File: src/rtl/scan_pkg.sv
// Shared definitions for the multiplexed digit scanner.
//   scan_state_t : controller states (IDLE, BLANK, SHOW)
//   DEC_ON/OFF   : decoder enable codes (G1 high, G2A/G2B low = enabled)
//   NUM_DIGITS   : number of scanned digit positions
//   lowest_set   : index of the lowest set bit of a digit mask
//   nibble_at    : value nibble for a digit index out of the packed data word
package scan_pkg;

  typedef enum logic [1:0] {
    IDLE,
    BLANK,
    SHOW
  } scan_state_t;

  localparam logic [2:0]  DEC_ON     = 3'b100;
  localparam logic [2:0]  DEC_OFF    = 3'b000;
  localparam int unsigned NUM_DIGITS = 8;

  // Returns 0 for an all-zero mask; callers only use it on non-zero masks.
  function automatic logic [2:0] lowest_set(input logic [7:0] m);
    logic [2:0] r;
    r = '0;
    for (int unsigned i = 0; i < NUM_DIGITS; i++) begin
      if (m[7 - i]) r = 3'(7 - i);
    end
    return r;
  endfunction

  function automatic logic [3:0] nibble_at(input logic [31:0] d, input logic [2:0] i);
    return d[{i, 2'b00} +: 4];
  endfunction

endpackage

File: src/rtl/next_digit_sel.sv
// Circular next-set-bit search over an 8-digit mask.
//   mask : digits taking part in the scan
//   cur  : digit currently shown
//   nxt  : first set mask bit strictly above cur, searching circularly
//          (returns cur itself when it is the only set bit, cur when mask=0)
//   wrap : the search passed digit 7 -> 0 or landed back on cur (nxt <= cur)
import scan_pkg::*;

module next_digit_sel (
  input  logic [7:0] mask,
  input  logic [2:0] cur,
  output logic [2:0] nxt,
  output logic       wrap
);

  logic       found;
  logic [2:0] cand;

  always_comb begin
    nxt   = cur;
    found = 1'b0;
    cand  = cur;
    // k = NUM_DIGITS lands back on cur, which covers the single-digit mask.
    for (int unsigned k = 1; k <= NUM_DIGITS; k++) begin
      cand = cur + 3'(k);
      if (!found && mask[cand]) begin
        nxt   = cand;
        found = 1'b1;
      end
    end
    wrap = (nxt <= cur);
  end

endmodule

File: src/rtl/digit_scan_ctrl.sv
// Time-multiplexed 8-digit display scanner driving a 3-to-8 active-low
// decoder. Each scanned digit gets BLANK_CYCLES clocks with the decoder
// disabled (anti-ghosting) followed by DWELL_CYCLES clocks enabled.
// Mask and data are shadowed and only re-sampled at frame start or wrap.
//   clk         : clock, rising edge
//   rst         : asynchronous active-high reset
//   run         : scanning enable
//   digit_mask  : bit i set = digit i is scanned
//   digit_data  : nibble i = value for digit i
//   dec_sel     : decoder select (digit index)
//   dec_en      : decoder enables, 3'b100 on / 3'b000 off
//   digit_val   : shadowed nibble for the digit on dec_sel
//   frame_tick  : one-clock pulse per completed frame
import scan_pkg::*;

module digit_scan_ctrl #(
  parameter int unsigned DWELL_CYCLES = 50000,
  parameter int unsigned BLANK_CYCLES = 2
) (
  input  logic        clk,
  input  logic        rst,
  input  logic        run,
  input  logic [7:0]  digit_mask,
  input  logic [31:0] digit_data,
  output logic [2:0]  dec_sel,
  output logic [2:0]  dec_en,
  output logic [3:0]  digit_val,
  output logic        frame_tick
);

  // Sized by the dwell length; also covers the blank length when a very
  // short dwell is paired with a longer blank.
  localparam int unsigned CNT_MAX = (DWELL_CYCLES > BLANK_CYCLES) ? DWELL_CYCLES : BLANK_CYCLES;
  localparam int unsigned CNT_W   = $clog2(CNT_MAX + 1);

  // Counter holds "clocks remaining minus one"; the phase ends when it is 0,
  // so it never decrements past zero.
  localparam logic [CNT_W-1:0] BLANK_LOAD = CNT_W'(BLANK_CYCLES - 1);
  localparam logic [CNT_W-1:0] DWELL_LOAD = CNT_W'(DWELL_CYCLES - 1);

  scan_state_t       state;
  logic [2:0]        idx;
  logic [CNT_W-1:0]  cnt;
  logic [7:0]        sh_mask;
  logic [31:0]       sh_data;

  logic [2:0]        adv_idx;
  logic              adv_wrap;
  logic [2:0]        first_idx;

  next_digit_sel u_next (
    .mask (sh_mask),
    .cur  (idx),
    .nxt  (adv_idx),
    .wrap (adv_wrap)
  );

  assign first_idx = lowest_set(digit_mask);

  // Outputs are written alongside the state so they always describe the
  // state being entered; dec_sel only ever moves while entering BLANK.
  always_ff @(posedge clk or posedge rst) begin
    if (rst) begin
      state      <= IDLE;
      idx        <= '0;
      cnt        <= '0;
      sh_mask    <= '0;
      sh_data    <= '0;
      dec_sel    <= '0;
      dec_en     <= DEC_OFF;
      digit_val  <= '0;
      frame_tick <= 1'b0;
    end else begin
      frame_tick <= 1'b0;
      case (state)
        IDLE: begin
          dec_en    <= DEC_OFF;
          digit_val <= '0;
          cnt       <= '0;
          if (run && (digit_mask != '0)) begin
            sh_mask   <= digit_mask;
            sh_data   <= digit_data;
            idx       <= first_idx;
            dec_sel   <= first_idx;
            digit_val <= nibble_at(digit_data, first_idx);
            cnt       <= BLANK_LOAD;
            state     <= BLANK;
          end
        end

        BLANK: begin
          if (!run) begin
            state     <= IDLE;
            dec_en    <= DEC_OFF;
            digit_val <= '0;
            cnt       <= '0;
          end else if (cnt == '0) begin
            state  <= SHOW;
            dec_en <= DEC_ON;
            cnt    <= DWELL_LOAD;
          end else begin
            cnt <= cnt - CNT_W'(1);
          end
        end

        SHOW: begin
          if (!run) begin
            state     <= IDLE;
            dec_en    <= DEC_OFF;
            digit_val <= '0;
            cnt       <= '0;
          end else if (cnt != '0) begin
            cnt <= cnt - CNT_W'(1);
          end else begin
            dec_en <= DEC_OFF;
            cnt    <= BLANK_LOAD;
            if (!adv_wrap) begin
              idx       <= adv_idx;
              dec_sel   <= adv_idx;
              digit_val <= nibble_at(sh_data, adv_idx);
              state     <= BLANK;
            end else begin
              // Frame boundary: new mask/data take effect here only.
              frame_tick <= 1'b1;
              sh_mask    <= digit_mask;
              sh_data    <= digit_data;
              if (digit_mask != '0) begin
                idx       <= first_idx;
                dec_sel   <= first_idx;
                digit_val <= nibble_at(digit_data, first_idx);
                state     <= BLANK;
              end else begin
                digit_val <= '0;
                cnt       <= '0;
                state     <= IDLE;
              end
            end
          end
        end

        default: begin
          state     <= IDLE;
          dec_en    <= DEC_OFF;
          digit_val <= '0;
          cnt       <= '0;
        end
      endcase
    end
  end

endmodule

File: config.mk
export PLATFORM = sky130hd
export DESIGN_NAME = digit_scan_ctrl
export DESIGN_NICKNAME = d
export VERILOG_FILES = /design/src/rtl/scan_pkg.sv /design/src/rtl/next_digit_sel.sv /design/src/rtl/digit_scan_ctrl.sv
export SDC_FILE = /design/constraint.sdc
export NUM_CORES = 1
export LEC_CHECK = 0
export ABC_CLOCK_PERIOD_IN_PS = 10650
export CORE_UTILIZATION = 33
export DETAILED_ROUTE_END_ITERATION = 10
export PLACE_DENSITY = 0.53
export SYNTH_ARGS = -nofsm -noshare
export SYNTH_HDL_FRONTEND = slang
export SYNTH_SLANG_ARGS = --single-unit
File: constraint.sdc
create_clock -name clk -period 10.65 [get_ports clk]
set_clock_uncertainty 0.15 [all_clocks]
set_input_delay 1.065 -clock clk [delete_from_list [all_inputs] [get_ports clk]]
set_output_delay 1.065 -clock clk [all_outputs]
set_load 0.05 [all_outputs]
==> metrics.md, run 1 <==
| Metric | Value |
|---|---|
| Critical path class | `flop to flop` |
| Final HPWL DP | `8900 um` |
| Post-Syn Area | `about 4700 um^2` |
| Tmin final | `around 7.3 ns` |
| Pin count of the biggest net entering global routing | `68` |
| YS warnings | `0` |
| Max_slew headroom | `42.4%` |
| Final Hold Viols | `0` |
| Setup Viol. Count Final | `0` |
| Worst R2R Path Depth | `17` |
| Fraction of registers with async set/reset | `100%` |
| Yosys top cell area share | `between 30% and 40%` |
| H-tree levels | `3` |
| I/O Buffers | `a little over 50` |
| Distinct cells, synth | `65` |
| IO Pins | `between 50 and 60` |
| Die Y | `around 120 um` |
| Max Freq | `137 MHz` |
| Site Rows | `43` |
| Largest cells by area after synthesis | `dfrtp_1 36%, mux2_2 10%, mux4_2 9.1%, mux2i_1 6.8%, nor2_1 2.5%` |
| Post_cts resized | `0` |
| Setup TNS | `0 ns` |
| Number of global-route vias before repair | `3895` |
| Period utilization | `68.4%` |
| Effective utilization at floorplan | `about a third` |
| Top-count cell post-synth | `dfrtp_1` |
| Routed len/inst | `18.0 um` |
| Worst Path Required | `10.71 ns` |
| Final ANT Viol Nets | `0` |
| RSZ-0062 raised after global routing | `no` |
| Max clock buf depth | `2` |
| Max FO, Critical Path | `33` |
| Setup bufs post-CTS | `0` |
| Total track usage | `around 18%` |
| DR vias | `3783` |
| Worst-margin pin slew | `slightly below 0.9 ns` |
| Syn Inst Count | `448` |
| Avg Cell Area, Syn | `~11 um^2` |
| Kind of start point of the critical path | `flop` |
| Total Nets Final | `approximately 540` |
| Final hold slack | `around 0.35 ns` |
| Clk_lat worst skew | `~0.33 ns` |
| Post-synth top cells | `67 x dfrtp_1, 43 x mux2_2, 32 x mux2i_1, 32 x nor2_1, 25 x nand2_1` |
| CP Capture Type | `flop` |
| Gr ovfl total | `0` |
| CTS buffer count | `9` |
| Pins Over Slew Limit | `0` |
| First-pass DRT Iterations | `5` |
| DR DRC count | `0` |
| Critical path origin | `idx[0]` |
| Cell taking the most area after synthesis | `dfrtp_1` |
| WL final | `12200 um` |
| Die X | `122 um` |
| Register area share after synthesis | `between 30% and 40%` |
| Routability cong. | `0.832` |
| Area of the multi-input gates | `2910 um^2` |
| Ant diodes | `0` |
| Critical path endpoint | `sh_data[12]` |
| CTS root buf | `clkbuf_16` |
| Main synth FF type | `dfrtp_1` |
| 1st-iter DRT viols | `between 200 and 250` |
| Critical Path AT | `roughly 7.4 ns` |
| TritonCTS clock tree | `yes` |
| Status | `completed` |
| Fill count | `between 1k and 1.5k` |
| R2r setup slk | `between 3 and 4 ns` |
| HP Class | `flop to flop` |
| Share of post-route cells with drive strength above 1 | `between 10% and 20%` |
| Yosys reg bits | `67` |
| RR Endpoint | `sh_data[12]` |
| Clock sink count | `67` |
| CTS Hold Bufs | `0` |
| Initial antenna violation count | `0` |
| Max-capacitance violation count | `0` |
| Reg2reg start | `idx[0]` |
| Register area | `approximately 1700 um^2` |
| Clk slew on worst S/H paths | `0.05 ns` |
| Vias per inst | `about 5.6` |
| Global-route wire length before repair | `around 20000 um` |
| Area growth syn-to-layout | `20.9%` |
| Post-synth EDFFs | `0` |
| Core Box Area | `between 10000 and 15000 um^2` |
| DIE AREA | `between 10000 and 15000 um^2` |
through the flow:
step / instances / cell area [um^2] / util (%) / setup WS (ns)
after floorplan: 449 / 4720 / - / 4.11
after global placement: 662 / 5410 / 38.8 / 3.49
after global routing: 678 / 5700 / 40.9 / 2.62
after CTS: 678 / 5700 / 40.9 / 3.34
after detailed placement: 662 / 5410 / 38.8 / 3.35
final: 678 / 5700 / 40.9 / 3.36
cells in the final DEF, fill, tap and decap left out, types with 3 or more instances in the layout:
cell,synthesis,layout
mux2_2,43,43
a32oi_1,5,5
and2_1,3,3
a21o_1,3,3
ha_1,7,7
xnor2_1,8,8
xor2_1,9,9
o2111ai_1,3,3
nand3_1,7,7
nor2b_1,6,6
a2bb2oi_1,3,3
nor3b_1,4,4
o21ai_0,12,12
mux2_1,3,3
a21oi_1,19,19
dfrtp_1,67,67
a2111oi_0,6,6
inv_2,3,4
clkinv_2,0,3
nor4_1,5,5
buf_4,2,3
clkdlybuf4s50_1,0,51
a211o_1,5,5
a31oi_1,4,4
o211ai_1,3,3
nor2_1,32,32
a221oi_1,5,5
nand2_1,25,25
nand2b_1,6,6
inv_1,13,12
mux2i_1,32,32
or3_1,7,7
nor3_1,3,3
o21a_1,7,7
a211oi_1,10,9
clkbuf_16,0,9
mux4_2,19,19
flip-flops by register name (all words and copies together), names as in the netlist:
signal / cells
sh_data: 32
cnt: 16
sh_mask: 8
digit_val: 4
idx: 3
state: 2
dec_en: 1
frame_tick: 1
worst max-delay path: stages (launching register included):
cell and delay [ns]:
dfrtp_1 0.82, clkinv_1 0.44, ha_1 0.81, mux4_2 0.65, mux2i_1 0.39, nand3_1 0.27
a211oi_1 0.29, o32ai_1 0.14, a21oi_1 0.38, inv_2 0.19, ha_1 0.35, nor2b_1 0.13
o21ai_0 0.20, a32o_1 0.33, nand2_1 0.18, a211oi_4 0.55, buf_4 0.47, mux2_2 0.39
cell type report:
cell class	instances	share of cell area, %
Multi-Input combinational cell	343	51.0
Sequential cell	67	29.4
Timing Repair Buffer	54	9.34
Clock buffer	11	4.26
Tap cell	180	3.95
Inverter	18	1.18
Clock inverter	5	0.921
logic make-up (layout without fill, tap and decap cells):
family	count (synthesis)	count (layout)	share of synthesized area, %
mux	97	97	26.8
xor+xnor	17	17	3.16
simple gates	112	112	12.3
fa+ha+maj	7	7	1.86
other cells	1	2	0.0795
flops	67	67	35.5
compound gates	108	108	16.8
buf+inv	39	88	3.50
worst min path at each step:
stage | startpoint | endpoint | slack [ns] | depth (start not counted)
after floorplan | sh_data[31] | sh_data[31] | 0.30 | 1
after global placement | sh_data[31] | sh_data[31] | 0.32 | 1
after detailed placement | sh_data[31] | sh_data[31] | 0.34 | 1
after CTS | sh_data[31] | sh_data[31] | 0.35 | 1
after global routing | sh_data[1] | sh_data[1] | 0.37 | 1
final | sh_data[31] | sh_data[31] | 0.35 | 1
layer usage:
| metal | wire length, um | share of wire [%] | vias to the layer above | global-route usage [%] |
|---|---|---|---|---|
| li1 | - | - | 1802 | - |
| met3 | 404 | 3.3 | 21 | 2.81 |
| met2 | 5920 | 48 | 83 | 28.4 |
| met4 | 276 | 2.3 | 0 | 9.10 |
| met1 | 5630 | 46 | 1877 | 23.3 |
| met5 | 0 | 0 | - | 0 |
Power of run 1 is left out: the tool's default activity adds up to more than one toggle a clock period on the data nets, which glitch-free logic cannot reach.
==> run 2, diff against run 1 <==
- ABC_CLOCK_PERIOD_IN_PS: 10650 -> 6400
- PLACE_DENSITY: 0.53 -> 0.55
- clock period: 10.65 -> 6.4 ns (I/O delays scaled with it)
==> run 2 against run 1 <==
Sequential share of layout area is 0.50 points lower. Non-clock buffer count is 8 higher. Via count stayed put. Core utilization is 0.75 points higher. Highest routed layer unchanged. Critical endpoint unchanged. First-iteration DRC count is 19% higher. Largest cell class unchanged. Final cell count is 1.2% higher. Register-to-register slack worse by 2.8 ns. Critical path depth stayed put. Maximum frequency is 24% higher.
==> metrics.md, run 2 (synthesis gave the netlist of run 1 again) <==
| Metric | Value |
|---|---|
| Worst Path Required | `6.46 ns (-4.25 ns)` |
| Clock sink count | `67 (unchanged)` |
| Final Hold Viols | `0 (unchanged)` |
| Max-capacitance violation count | `0 (unchanged)` |
| Setup Viol. Count Final | `0 (unchanged)` |
| DR vias | `3783 (unchanged)` |
| Share of post-route cells with drive strength above 1 | `20.6% (+1.9 points)` |
| Pin count of the biggest net entering global routing | `68 (unchanged)` |
| Initial antenna violation count | `0 (unchanged)` |
| Gr ovfl total | `0 (unchanged)` |
| Status | `completed` |
| CP Capture Type | `flop` |
| Clk_lat worst skew | `0.33 ns (about the same)` |
| Vias per inst | `5.51 (-1.2%)` |
| Routability cong. | `0.814 (-2.2%)` |
| Largest reg by FF count | `sh_data` |
| TritonCTS clock tree | `yes` |
| Max FFs per register | `32 (unchanged)` |
| WL final | `12100 um (-1.3%)` |
| Site Rows | `43 (unchanged)` |
| Area growth syn-to-layout | `23.1%` |
| DR DRC count | `0 (unchanged)` |
| CTS Hold Bufs | `0 (unchanged)` |
| Ant diodes | `0 (unchanged)` |
| Setup TNS | `0 ns (unchanged)` |
| Critical path class | `flop to flop` |
| Largest regs | `sh_data: 32 flops, cnt: 16 flops, sh_mask: 8 flops` |
| 1st-iter DRT viols | `295 (+19%)` |
| Total track usage | `17.3% (-0.47 points)` |
| First-pass DRT Iterations | `4 (-1)` |
| Final Util | `41.7% (+0.75 points)` |
| Period utilization | `91.7% (+23 points)` |
| Final ANT Viol Nets | `0 (unchanged)` |
| Critical Path AT | `5.93 ns (-1.42 ns)` |
| Die X | `122 um (unchanged)` |
| Die Y | `122 um (unchanged)` |
| Max clock buf depth | `2 (unchanged)` |
| DIE AREA | `14800 um^2 (unchanged)` |
| Post-DP Area | `5470 um^2 (+1.1%)` |
| CTS root buf | `clkbuf_16` |
| Tmin final | `5.87 ns (-1.41 ns)` |
| Most frequent cells in the layout | `66 x dfrtp_1, 51 x clkdlybuf4s50_1, 43 x mux2_2, 32 x nor2_1, 32 x mux2i_1` |
| Number of global-route vias before repair | `3865 (-0.77%)` |
| I/O Buffers | `51 (unchanged)` |
| RSZ-0062 raised after global routing | `no` |
| H-tree levels | `3 (unchanged)` |
| Design area | `5810 um^2 (+1.8%)` |
| CTS buffer count | `9 (unchanged)` |
| Global-route wire length before repair | `19900 um (-1.3%)` |
| Core Box Area | `13900 um^2 (unchanged)` |
| Pins Over Slew Limit | `0 (unchanged)` |
| Routed len/inst | `17.6 um (-2.5%)` |
| Kind of start point of the critical path | `flop` |
| Most common cell after layout, fill and taps aside | `dfrtp_1` |
| Max Freq | `170 MHz (+24%)` |
| Final HPWL DP | `8840 um (-0.65%)` |
| Total Nets Final | `551 (+1.5%)` |
| Worst-margin pin slew | `0.839 ns (-0.0246 ns)` |
| Max FO, Critical Path | `33 (unchanged)` |
| Clk slew on worst S/H paths | `0.06 ns (about the same)` |
| Max_slew headroom | `44.0% (+1.6 points)` |
| IO Pins | `54 (unchanged)` |
| HP Class | `flop to flop` |
| Effective utilization at floorplan | `33.9% (unchanged)` |
## run 2: changes by cell type in the layout (fill, tap and decap cells not counted), moves of 2 or more
cell and change:
inv_6 +2, clkinv_2 -3, clkinvlp_4 +2, buf_4 +8
## run 2: path summary, 6_finish.rpt
path                       depth (start not counted)          end   startpoint  slack, ns
min                                                1  sh_data[31]  sh_data[31]       0.34
min reg2reg                                        1  sh_data[31]  sh_data[31]       0.34
max reg2reg                                       17  sh_data[12]       idx[1]       0.53
max                                               17  sh_data[12]       idx[1]       0.53
max in group asynchronous                          3       idx[1]          rst       4.77
min in group asynchronous                          3  sh_data[20]          rst       0.74
## run 2: critical path, cell delays in order, from the launching register on
cell and delay, ns:
dfrtp_2 0.58, inv_1 0.27, ha_4 0.47, mux4_2 0.59
mux2i_1 0.22, nand3_1 0.21, a211oi_1 0.31, o32ai_1 0.14
a21oi_1 0.42, inv_2 0.07, ha_1 0.32, nor2b_1 0.14
o21ai_0 0.21, a32o_1 0.34, nand2_1 0.19, a211oi_4 0.30
buf_4 0.41, mux2_2 0.38
## run 2: layer usage
metal	track usage [%]	wire length (um)	part of all wire, %
met5	0	0	0
met4	5.71	220	1.8
met3	2.57	398	3.3
met2	28.2	5820	48
met1	23.6	5630	47
## run 2: through the flow
step                hold WS (ns)  setup slack (ns)  std cells
floorplan                  0.301            0.0752        449
global placement           0.326             0.468        670
detailed placement         0.335             0.211        670
CTS                        0.347             0.218        686
global route               0.355            0.0363        686
finish                     0.341             0.528        686
## run 2: repair_timing
action | 4_1_cts | 5_1_grt
buffers inserted | 0 | 0
resized for setup | 0 | 2
endpoints found under the setup margin | 0 | 40
## run 2: layout make-up
cell class	instances	area, um^2
fillers	1335	8130
multi-input cells	343	2920
flip-flops and latches	67	1680
repair buffers	62	593
clock buffers	9	225
well taps	180	225
clock inverters	7	100
inverters	18	67.6
Power of run 2 is left out for the same reason.
